[src/rtl/dfmon_pkg.sv]
// Shared definitions for the ap_ctrl handshake statistics monitor:
// read-select codes, channel state encoding, status-word layout and
// the saturating increment used by every statistic counter.
package dfmon_pkg;

  // Statistic selected by rd_sel
  localparam logic [2:0] SEL_TXN_COUNT     = 3'd0;
  localparam logic [2:0] SEL_LAST_LAT      = 3'd1;
  localparam logic [2:0] SEL_MIN_LAT       = 3'd2;
  localparam logic [2:0] SEL_MAX_LAT       = 3'd3;
  localparam logic [2:0] SEL_LAST_INTERVAL = 3'd4;
  localparam logic [2:0] SEL_STALL_CYCLES  = 3'd5;
  localparam logic [2:0] SEL_LOST_COUNT    = 3'd6;
  localparam logic [2:0] SEL_STATUS        = 3'd7;

  // Channel state as reported in the status word
  typedef enum logic [1:0] {
    CH_IDLE      = 2'd0,
    CH_BUSY      = 2'd1,
    CH_DONE_WAIT = 2'd2
  } ch_state_e;

  // Status word layout; occupancy sits above the flags
  localparam int ST_STATE_LSB = 0;
  localparam int ST_LOST_BIT  = 2;
  localparam int ST_OVF_BIT   = 3;
  localparam int ST_OCC_LSB   = 4;

  // Widest counter the saturating helper supports
  localparam int SAT_W = 64;

  // Increment that sticks at max_val instead of wrapping
  function automatic logic [SAT_W-1:0] sat_inc(input logic [SAT_W-1:0] val,
                                               input logic [SAT_W-1:0] max_val);
    return (val == max_val) ? val : val + SAT_W'(1);
  endfunction

endpackage

[src/rtl/ap_chan_stats.sv]
// Statistics for one ap_ctrl_hs channel: start detection, a FIFO of
// outstanding start timestamps, latency/interval/stall/lost counters and
// a combinational select of the requested statistic.
module ap_chan_stats
  import dfmon_pkg::*;
#(
  parameter int CNT_W = 32,
  parameter int DEPTH = 4
) (
  input  logic             clock,
  input  logic             reset,
  input  logic             en_i,
  input  logic             clear_i,
  input  logic [CNT_W-1:0] ts_i,
  input  logic             ap_start_i,
  input  logic             ap_ready_i,
  input  logic             ap_done_i,
  input  logic             ap_continue_i,
  input  logic [2:0]       rd_sel_i,
  output logic [CNT_W-1:0] sel_data_o
);

  localparam int AW  = $clog2(DEPTH);
  localparam int OW  = AW + 1;
  localparam int STW = (CNT_W > ST_OCC_LSB + OW) ? CNT_W : ST_OCC_LSB + OW;
  localparam logic [CNT_W-1:0] ALL_ONES = '1;
  localparam logic [OW-1:0]    DEPTH_C  = OW'(DEPTH);

  logic [CNT_W-1:0] mem [DEPTH];
  logic [AW-1:0]    wr_ptr_q, wr_ptr_d, rd_ptr_q, rd_ptr_d;
  logic [OW-1:0]    occ_q, occ_d;
  logic             pend_q, pend_d, first_q, first_d, lost_q, lost_d, ovf_q, ovf_d;
  logic [CNT_W-1:0] prev_ts_q, prev_ts_d, txn_q, txn_d, last_lat_q, last_lat_d;
  logic [CNT_W-1:0] min_lat_q, min_lat_d, max_lat_q, max_lat_d;
  logic [CNT_W-1:0] last_int_q, last_int_d, stall_q, stall_d, lost_cnt_q, lost_cnt_d;
  ch_state_e        state_q, state_d;

  logic             start_begin, done_hs, stall, empty, full;
  logic             pop, push, bypass, timed, lost_start, empty_done;
  logic [CNT_W-1:0] lat;
  logic [STW-1:0]   status;

  function automatic logic [CNT_W-1:0] inc(input logic [CNT_W-1:0] v);
    logic [SAT_W-1:0] r;
    r = sat_inc(SAT_W'(v), SAT_W'(ALL_ONES));
    return r[CNT_W-1:0];
  endfunction

  assign start_begin = ap_start_i & ~pend_q;
  assign done_hs     = ap_done_i & ap_continue_i;
  assign stall       = ap_done_i & ~ap_continue_i;
  assign empty       = (occ_q == '0);
  assign full        = (occ_q == DEPTH_C);
  // A start and done together on an empty FIFO time each other directly
  assign bypass      = start_begin & done_hs & empty;
  assign pop         = done_hs & ~empty;
  assign push        = start_begin & ~bypass & (~full | pop);
  assign timed       = pop | bypass;
  assign lost_start  = start_begin & full & ~pop;
  assign empty_done  = done_hs & empty & ~start_begin;
  assign lat         = bypass ? '0 : ts_i - mem[rd_ptr_q];

  // Next-state for FIFO pointers, start tracking and all statistics
  always_comb begin
    // NOTE: every _d takes its _q value first so no path leaves it unassigned (no latch).
    wr_ptr_d   = wr_ptr_q;
    rd_ptr_d   = rd_ptr_q;
    occ_d      = occ_q;
    pend_d     = pend_q;
    first_d    = first_q;
    prev_ts_d  = prev_ts_q;
    txn_d      = txn_q;
    last_lat_d = last_lat_q;
    min_lat_d  = min_lat_q;
    max_lat_d  = max_lat_q;
    last_int_d = last_int_q;
    stall_d    = stall_q;
    lost_cnt_d = lost_cnt_q;
    lost_d     = lost_q;
    ovf_d      = ovf_q;
    if (en_i) begin
      pend_d = ap_ready_i ? 1'b0 : (start_begin | pend_q);
      if (push) wr_ptr_d = wr_ptr_q + AW'(1);
      if (pop)  rd_ptr_d = rd_ptr_q + AW'(1);
      occ_d = occ_q + OW'(push) - OW'(pop);
      if (clear_i) begin
        // Clear beats any same-cycle statistic event; FIFO traffic still flows
        first_d    = 1'b1;
        txn_d      = '0;
        last_lat_d = '0;
        min_lat_d  = ALL_ONES;
        max_lat_d  = '0;
        last_int_d = '0;
        stall_d    = '0;
        lost_cnt_d = '0;
        lost_d     = 1'b0;
        ovf_d      = 1'b0;
      end else begin
        if (start_begin) begin
          if (!first_q) last_int_d = ts_i - prev_ts_q;
          first_d   = 1'b0;
          prev_ts_d = ts_i;
        end
        if (lost_start) begin
          lost_d     = 1'b1;
          lost_cnt_d = inc(lost_cnt_q);
          if (lost_cnt_q == ALL_ONES) ovf_d = 1'b1;
        end
        if (done_hs) begin
          txn_d = inc(txn_q);
          if (txn_q == ALL_ONES) ovf_d = 1'b1;
        end
        if (timed) begin
          last_lat_d = lat;
          if (lat < min_lat_q) min_lat_d = lat;
          if (lat > max_lat_q) max_lat_d = lat;
        end
        if (empty_done) lost_d = 1'b1;
        if (stall) begin
          stall_d = inc(stall_q);
          if (stall_q == ALL_ONES) ovf_d = 1'b1;
        end
      end
    end
  end

  // Channel state: a held-off done outranks outstanding work
  always_comb begin
    state_d = state_q;
    if (en_i) begin
      if (stall)              state_d = CH_DONE_WAIT;
      else if (occ_d != '0)   state_d = CH_BUSY;
      else                    state_d = CH_IDLE;
    end
  end

  // Control and statistic registers
  always_ff @(posedge clock) begin
    // NOTE: sequential state uses non-blocking assignments so every register samples pre-edge values.
    if (reset) begin
      wr_ptr_q   <= '0;
      rd_ptr_q   <= '0;
      occ_q      <= '0;
      pend_q     <= 1'b0;
      first_q    <= 1'b1;
      prev_ts_q  <= '0;
      txn_q      <= '0;
      last_lat_q <= '0;
      min_lat_q  <= ALL_ONES;
      max_lat_q  <= '0;
      last_int_q <= '0;
      stall_q    <= '0;
      lost_cnt_q <= '0;
      lost_q     <= 1'b0;
      ovf_q      <= 1'b0;
      state_q    <= CH_IDLE;
    end else begin
      wr_ptr_q   <= wr_ptr_d;
      rd_ptr_q   <= rd_ptr_d;
      occ_q      <= occ_d;
      pend_q     <= pend_d;
      first_q    <= first_d;
      prev_ts_q  <= prev_ts_d;
      txn_q      <= txn_d;
      last_lat_q <= last_lat_d;
      min_lat_q  <= min_lat_d;
      max_lat_q  <= max_lat_d;
      last_int_q <= last_int_d;
      stall_q    <= stall_d;
      lost_cnt_q <= lost_cnt_d;
      lost_q     <= lost_d;
      ovf_q      <= ovf_d;
      state_q    <= state_d;
    end
  end

  // Timestamp storage
  always_ff @(posedge clock) begin
    // NOTE: the FIFO array has no reset; the pointers and occupancy alone define which entries are valid.
    if (en_i && push) mem[wr_ptr_q] <= ts_i;
  end

  // Status word assembly and statistic select
  always_comb begin
    status = '0;
    status[ST_STATE_LSB +: 2]  = state_q;
    status[ST_LOST_BIT]        = lost_q;
    status[ST_OVF_BIT]         = ovf_q;
    status[ST_OCC_LSB +: OW]   = occ_q;
    sel_data_o = '0;
    case (rd_sel_i)
      SEL_TXN_COUNT:     sel_data_o = txn_q;
      SEL_LAST_LAT:      sel_data_o = last_lat_q;
      SEL_MIN_LAT:       sel_data_o = min_lat_q;
      SEL_MAX_LAT:       sel_data_o = max_lat_q;
      SEL_LAST_INTERVAL: sel_data_o = last_int_q;
      SEL_STALL_CYCLES:  sel_data_o = stall_q;
      SEL_LOST_COUNT:    sel_data_o = lost_cnt_q;
      SEL_STATUS:        sel_data_o = status[CNT_W-1:0];
      default:           sel_data_o = '0;
    endcase
  end

endmodule

[src/rtl/ap_ctrl_stats_monitor.sv]
// On-chip statistics monitor for NUM_CH ap_ctrl_hs handshakes: shared
// free-running timestamp, sticky freeze, per-channel statistic blocks
// and a registered read port.
module ap_ctrl_stats_monitor
  import dfmon_pkg::*;
#(
  parameter  int NUM_CH = 4,
  parameter  int CNT_W  = 32,
  parameter  int DEPTH  = 4,
  localparam int CH_W   = (NUM_CH > 1) ? $clog2(NUM_CH) : 1
) (
  input  logic              clock,
  input  logic              reset,
  input  logic              clear,
  input  logic              finish,
  input  logic [NUM_CH-1:0] ap_start,
  input  logic [NUM_CH-1:0] ap_ready,
  input  logic [NUM_CH-1:0] ap_done,
  input  logic [NUM_CH-1:0] ap_continue,
  input  logic [CH_W-1:0]   rd_ch,
  input  logic [2:0]        rd_sel,
  output logic [CNT_W-1:0]  rd_data,
  output logic              frozen
);

  logic [CNT_W-1:0] ts_q, ts_d, rd_data_q, rd_data_d;
  logic             frozen_q, frozen_d, run_en, clear_en;
  logic [CNT_W-1:0] ch_data [NUM_CH];

  assign run_en   = ~frozen_q;
  assign clear_en = clear & ~frozen_q;

  for (genvar gi = 0; gi < NUM_CH; gi++) begin : g_ch
    ap_chan_stats #(
      .CNT_W (CNT_W),
      .DEPTH (DEPTH)
    ) u_chan (
      .clock         (clock),
      .reset         (reset),
      .en_i          (run_en),
      .clear_i       (clear_en),
      .ts_i          (ts_q),
      .ap_start_i    (ap_start[gi]),
      .ap_ready_i    (ap_ready[gi]),
      .ap_done_i     (ap_done[gi]),
      .ap_continue_i (ap_continue[gi]),
      .rd_sel_i      (rd_sel),
      .sel_data_o    (ch_data[gi])
    );
  end

  // Timestamp advances and freeze latches unless already frozen
  always_comb begin
    ts_d     = frozen_q ? ts_q : ts_q + CNT_W'(1);
    frozen_d = frozen_q | finish;
  end

  // Channel read mux; channels past NUM_CH read as zero
  always_comb begin
    rd_data_d = '0;
    for (int i = 0; i < NUM_CH; i++) begin
      if (rd_ch == CH_W'(i)) rd_data_d = ch_data[i];
    end
  end

  // Timestamp, freeze flag and read-data registers
  always_ff @(posedge clock) begin
    if (reset) begin
      ts_q      <= '0;
      frozen_q  <= 1'b0;
      rd_data_q <= '0;
    end else begin
      ts_q      <= ts_d;
      frozen_q  <= frozen_d;
      rd_data_q <= rd_data_d;
    end
  end

  assign rd_data = rd_data_q;
  assign frozen  = frozen_q;

endmodule

[config.mk]
export PLATFORM = sky130hd
export DESIGN_NAME = ap_ctrl_stats_monitor
export DESIGN_NICKNAME = d
export VERILOG_FILES = /design/src/rtl/dfmon_pkg.sv /design/src/rtl/ap_chan_stats.sv /design/src/rtl/ap_ctrl_stats_monitor.sv
export SDC_FILE = /design/constraint.sdc
export NUM_CORES = 2
export LEC_CHECK = 0
export BUFFER_PORTS_ARGS = -buffer_cell sky130_fd_sc_hd__buf_2
export CAP_MARGIN = 20
export CELL_PAD_IN_SITES_DETAIL_PLACEMENT = 1
export CELL_PAD_IN_SITES_GLOBAL_PLACEMENT = 1
export CORE_ASPECT_RATIO = 1.1
export CORE_MARGIN = 5
export CORE_UTILIZATION = 51
export DETAILED_ROUTE_END_ITERATION = 10
export GPL_TIMING_DRIVEN = 1
export PLACE_DENSITY = 0.93
export SETUP_SLACK_MARGIN = 0.15
export SYNTH_ARGS = -nofsm -noshare
export SYNTH_HDL_FRONTEND = slang
export SYNTH_SLANG_ARGS = --single-unit
export TNS_END_PERCENT = 20
[constraint.sdc]
create_clock -name clock -period 8 [get_ports clock]
set_clock_uncertainty 0.15 [all_clocks]
set_input_delay 0.4 -clock clock [delete_from_list [all_inputs] [get_ports clock]]
set_output_delay 0.4 -clock clock [all_outputs]
set_load 0.05 [all_outputs]
# == Word level (Yosys, flattened, before mapping) ==
# Memory sizes are Yosys's and may differ from the RTL's. A register that Yosys moved wholly into a read port is not among the register bits.
# Index checks and enable logic that the tools add are counted.
# totals
ff_bits,1141
ramBits,512
in_bits,25
output_inout_bits,33
mem_count,4
# mem_list
name,depth,width,rd,rd_ports_with_merged_regs,write_ports,line,source
g_ch[0].u_chan.mem,4,32,1,1,1,ap_chan_stats.sv:29,logic [CNT_W-1:0] mem [DEPTH];
g_ch[1].u_chan.mem,4,32,1,1,1,ap_chan_stats.sv:29,
g_ch[2].u_chan.mem,4,32,1,1,1,ap_chan_stats.sv:29,
g_ch[3].u_chan.mem,4,32,1,1,1,ap_chan_stats.sv:29,
# classes
n_addsub,37
magnitude_cmp,8
n_eq_ne,42
mux,172
bitwise,92
n_reduce_logical,94
# ops
cell,n
$mux W32,88
$pmux W32 S8,4
$add A32 B1 Y32 const B,13
$eq A32 B32 Y1 const B,12
$sub A32 B32 Y32,8
$gt A32 B32 Y1,4
$lt A32 B32 Y1,4
$reduce_and A3 Y1,28
$mux W1,64
$reduce_bool A2 Y1,28
$and A1 B1 Y1,49
$reduce_and A2 Y1,20
$ne A2 B2 Y1 const B,16
$not A1 Y1,30
$eq A3 B3 Y1 const B,8
$mux W2,12
$reduce_bool A3 Y1,8
$add A2 B1 Y2 const B,8
$logic_not A3 Y1,5
$or A1 B1 Y1,13
$add A3 B1 Y3,4
$mux W3,4
$sub A3 B1 Y3,4
$eq A3 B2 Y1 const B,2
5 further kinds,9

# == Depth between registers and ports, before layout ==
# depth
depth_word,13
mapped_depth,29
ltp_nobuf,25

# == Hierarchy ==
# A second synthesis with hierarchy kept.
# hier_totals
hier_cells,9978
hier_area_um2,92005.7
# modules_own_cells
module,instances,cells_per_inst,area_per_inst_um2,seq_area_each_um2
ap_chan_stats at g_ch[1].u_chan ...,2,2444,22315.2,9268.9
ap_chan_stats at g_ch[0].u_chan,1,2377,22195.0,9268.9
ap_chan_stats at g_ch[3].u_chan,1,2424,21986.1,9268.9
ap_ctrl_stats_monitor,1,289,3194.3,1301.2

# == Worst setup path after synthesis ==
# Ideal clock, no wire load.
# synth_timing
path_kind,reg2reg
startpoint,reg (tool-made name)
endpoint,reg g_ch[3].u_chan.max_lat_q[18]
t_arrival_ns,5.966
t_required_ns,7.733
slack_ns,1.767
path_stages_with_launch,28
synth_period_minus_slack_ns,6.233
cell_sequence,dfxtp_1 > clkbuf_1 > buf_1 > mux4_2 > ha_1 > inv_1 > fa_1 > a32o_1 > o31ai_1 > nand4bb_1 > a21oi_1 > a21oi_1 > a21oi_1 > o21ai_0 > xor2_1 > and2_1 > ha_1 > nand4_1 > or4b_2 > nor2_1 > inv_1 > a311oi_1 > mux2i_1 > nand4b_1 > a21oi_2 > o21a_1 > buf_4 > a22o_1
# synth_rtl
item,line,source
end signal: assignment,ap_chan_stats.sv:167,max_lat_q <= max_lat_d;
end: declaration,ap_chan_stats.sv:34,"logic [CNT_W-1:0] min_lat_q, min_lat_d, max_lat_q, max_lat_d;"

==> impl_metrics.env <==
export IMPL_layout_drive_gt1_share=0.0990
export IMPL_arrival_ps=8110
export IMPL_vias=84741
export IMPL_io_pins=58
export IMPL_row_count=161
export IMPL_syn_nets=10180
export IMPL_hold_ws_ps=32.5
export IMPL_rrSetupSlack_ps=550
export IMPL_die_y_um=449
export IMPL_drt_iter0_markers=11813
export IMPL_hold_viol_final=0
export IMPL_fin_setup_tns_ps=0
export IMPL_setup_violations=0
export IMPL_violations="max-slew violations"
export IMPL_crit_type="reg -> reg"
export IMPL_async_flop_share=0
export IMPL_pwr_density_cell_nw_per_um2=246
export IMPL_syn_inst=9610
export IMPL_hp_class="in -> reg"
export IMPL_place_gp_congestion=1.06
export IMPL_ys_types=106
export IMPL_max_stage_delay_ps=590
export IMPL_cts_buffers=179
export IMPL_worstSkewPairLatency_ps=930
export IMPL_final_util=0.571
export IMPL_drt_pass1_iterations=9
export IMPL_slew_viol_final=1
export IMPL_ys_warn_count=0
export IMPL_vdd_ir_drop_max_v=0.000304
export IMPL_final_cell_mix="dfxtp_1, nor2_1, nand2_1"
export IMPL_n_fill_cell=19354
export IMPL_grt_ovfl_total=0
export IMPL_p_total_mw=24.5
export IMPL_wl_per_cell_um=33.5
export IMPL_cts_root_buf="clkbuf_16"
export IMPL_grt_pass1_vias=86718
export IMPL_core_area_sq_um=175000
export IMPL_drc=0
export IMPL_postRouteAntennaNets=0
export IMPL_cts_buffer_depth=3
export IMPL_clock_sinks=1661
export IMPL_min_period_ps=7450
export IMPL_required_ps=8660
export IMPL_maxSlewHeadroom=-0.0101
export IMPL_synth_edf_count=512
export IMPL_max_freq_mhz=134
export IMPL_finalNonFillerCells=12120
export IMPL_post_cts_buffers=0
export IMPL_antenna_found_initial=49
export IMPL_critPathCaptureType="register"
export IMPL_area_growth_pct=11.6
export IMPL_mappedNetlistArea_sq_um=89300
export IMPL_drv_cap=0
export IMPL_start_kind="register"
export IMPL_leakage_nw=38.9
export IMPL_start_util=0.511
export IMPL_track_usage=0.426
export IMPL_status="complete, but fails checks"
export IMPL_grt_max_degree=166
export IMPL_htreeDepth=4
export IMPL_clk_pin_slew_ps=60
export IMPL_syn_avg_cell_area_sq_um=9.29
export IMPL_timing_final_ws_setup_ps=552
export IMPL_synth_flop_cell="dfxtp_1"
export IMPL_finalWirelength_um=407000
export IMPL_worstMarginPinSlew_ps=1520
export IMPL_min_period_over_period=0.931
export IMPL_dp_hpwl_um=280000
export IMPL_fin_nets=10231
export IMPL_place_inst=11735
export IMPL_final_area_sq_um=99700
export IMPL_postPlaceCellArea_sq_um=93000
export IMPL_die_area_sq_um=184000
export IMPL_yosysSeqAreaShare=0.430
export IMPL_slowest_stage="a2111oi_0"
export IMPL_worstHoldStart="ap_start[2]"
export IMPL_grt_pass1_wl_um=585000
export IMPL_final_common_cell="dfxtp_1"
export IMPL_cts_tree="done"
export IMPL_synth_ff_latch_count=1661
export IMPL_rsz0062_at_grt="false"
export IMPL_worstPathMaxFanout=21
export IMPL_dieWidth_um=409
export IMPL_vias_per_cell=6.99
export IMPL_io_buffer_count=57
export IMPL_pre_cts_slack_ps=850
export IMPL_path_common_cell="a21oi_1"
==> report_power, final <==
part / leakage (nW) / total [mW] / internal (mW) / switching [mW]
registers: 14.1 / 9.48 / 9.11 / 0.366
logic: 21.7 / 5.79 / 1.93 / 3.86
clock network: 3.10 / 9.25 / 5.39 / 3.87
total: 38.9 / 24.5 / 16.4 / 8.09
==> cell usage after synthesis (193+ instances only) <==
library cell | count | area share
dfxtp_1 | 1149 | 0.26
nor2_1 | 995 | 0.042
nand2_1 | 932 | 0.039
a21oi_1 | 679 | 0.038
inv_1 | 636 | 0.027
ha_1 | 533 | 0.075
edfxtp_1 | 512 | 0.17
clkbuf_1 | 360 | 0.015
o21ai_0 | 345 | 0.019
xor2_1 | 307 | 0.030
a22oi_1 | 265 | 0.022
nand3_1 | 263 | 0.015
xnor2_1 | 263 | 0.026
mux2i_1 | 193 | 0.022
==> path summary, 6_finish.rpt <==
check	cells past startpoint	endpoint
worst min-delay path	6	g_ch[2].u_chan.ovf_q$_SDFFE_PP0N_
worst max-delay path	25	g_ch[2].u_chan.max_lat_q[30]$_SDFFE_PP0P_
worst max register to register	25	g_ch[2].u_chan.max_lat_q[30]$_SDFFE_PP0P_
worst min register to register	2	g_ch[3].u_chan.prev_ts_q[18]$_SDFFE_PP0P_
==> layer usage <==
metal	wire (um)	track usage
met3	49300	0.140
met2	175000	0.650
met1	137000	0.479
met5	222	0
met4	45400	0.371
==> layout make-up <==
cell class	instances	area, sq um	share of cell area
inverters	640	2400	0.0241
well taps	2282	2860	0.0286
flip-flops and latches	1661	38400	0.385
clock buffers	249	5190	0.0520
multi-input cells	6827	46900	0.471
diodes	27	67.6	0.000678
clock inverters	82	1190	0.0120
repair buffers	352	2660	0.0267
==> registers in the layout (all words and copies together) (netlist names), named ones only <==
register,cells
frozen,1
g_ch.u_chan.occ_q,12
g_ch.u_chan.first_q,4
g_ch.u_chan.lost_q,4
rd_data,32
g_ch.u_chan.wr_ptr_q,8
g_ch.u_chan.txn_q,128
g_ch.u_chan.last_int_q,128
g_ch.u_chan.max_lat_q,128
g_ch.u_chan.pend_q,4
g_ch.u_chan.state_q,8
g_ch.u_chan.min_lat_q,128
g_ch.u_chan.rd_ptr_q,8
g_ch.u_chan.mem,512
g_ch.u_chan.prev_ts_q,128
g_ch.u_chan.stall_q,128
g_ch.u_chan.ovf_q,4
g_ch.u_chan.lost_cnt_q,128
g_ch.u_chan.last_lat_q,128
ts_q,32
==> logic make-up (layout without fill, tap and decap cells) <==
group                    count (synthesis)  after routing  synth area share
AO/OA/AOI/OAI                         2264           2264             0.167
XOR/XNOR                               570            570            0.0559
adder cells (fa/ha/maj)                546            546            0.0775
buffers and inverters                 1122           1323            0.0487
flip-flops                            1661           1661             0.430
multiplexers                           373            373            0.0612
other                                    0             27                 0
AND/OR/NAND/NOR                       3074           3074             0.160
==> worst max-delay path, delay by kind of cell, from the launching register on <==
family                     cells  cell delay, ps
xor gates and xnor gates       1             210
AOI/OAI and AO/OA             13            3610
buffers and inverters          4            1060
DFF                            1             570
and+or+nand+nor                4             640
muxes                          1             560
adders and majority gates      2             550
==> what timing repair did <==
item                                    CTS  global route
hold endpoints to repair                 50             0
resized for setup                         0             1
endpoints found under the setup margin    0            10
hold buffers                             16             0
Power figures use the tool's default switching activity.
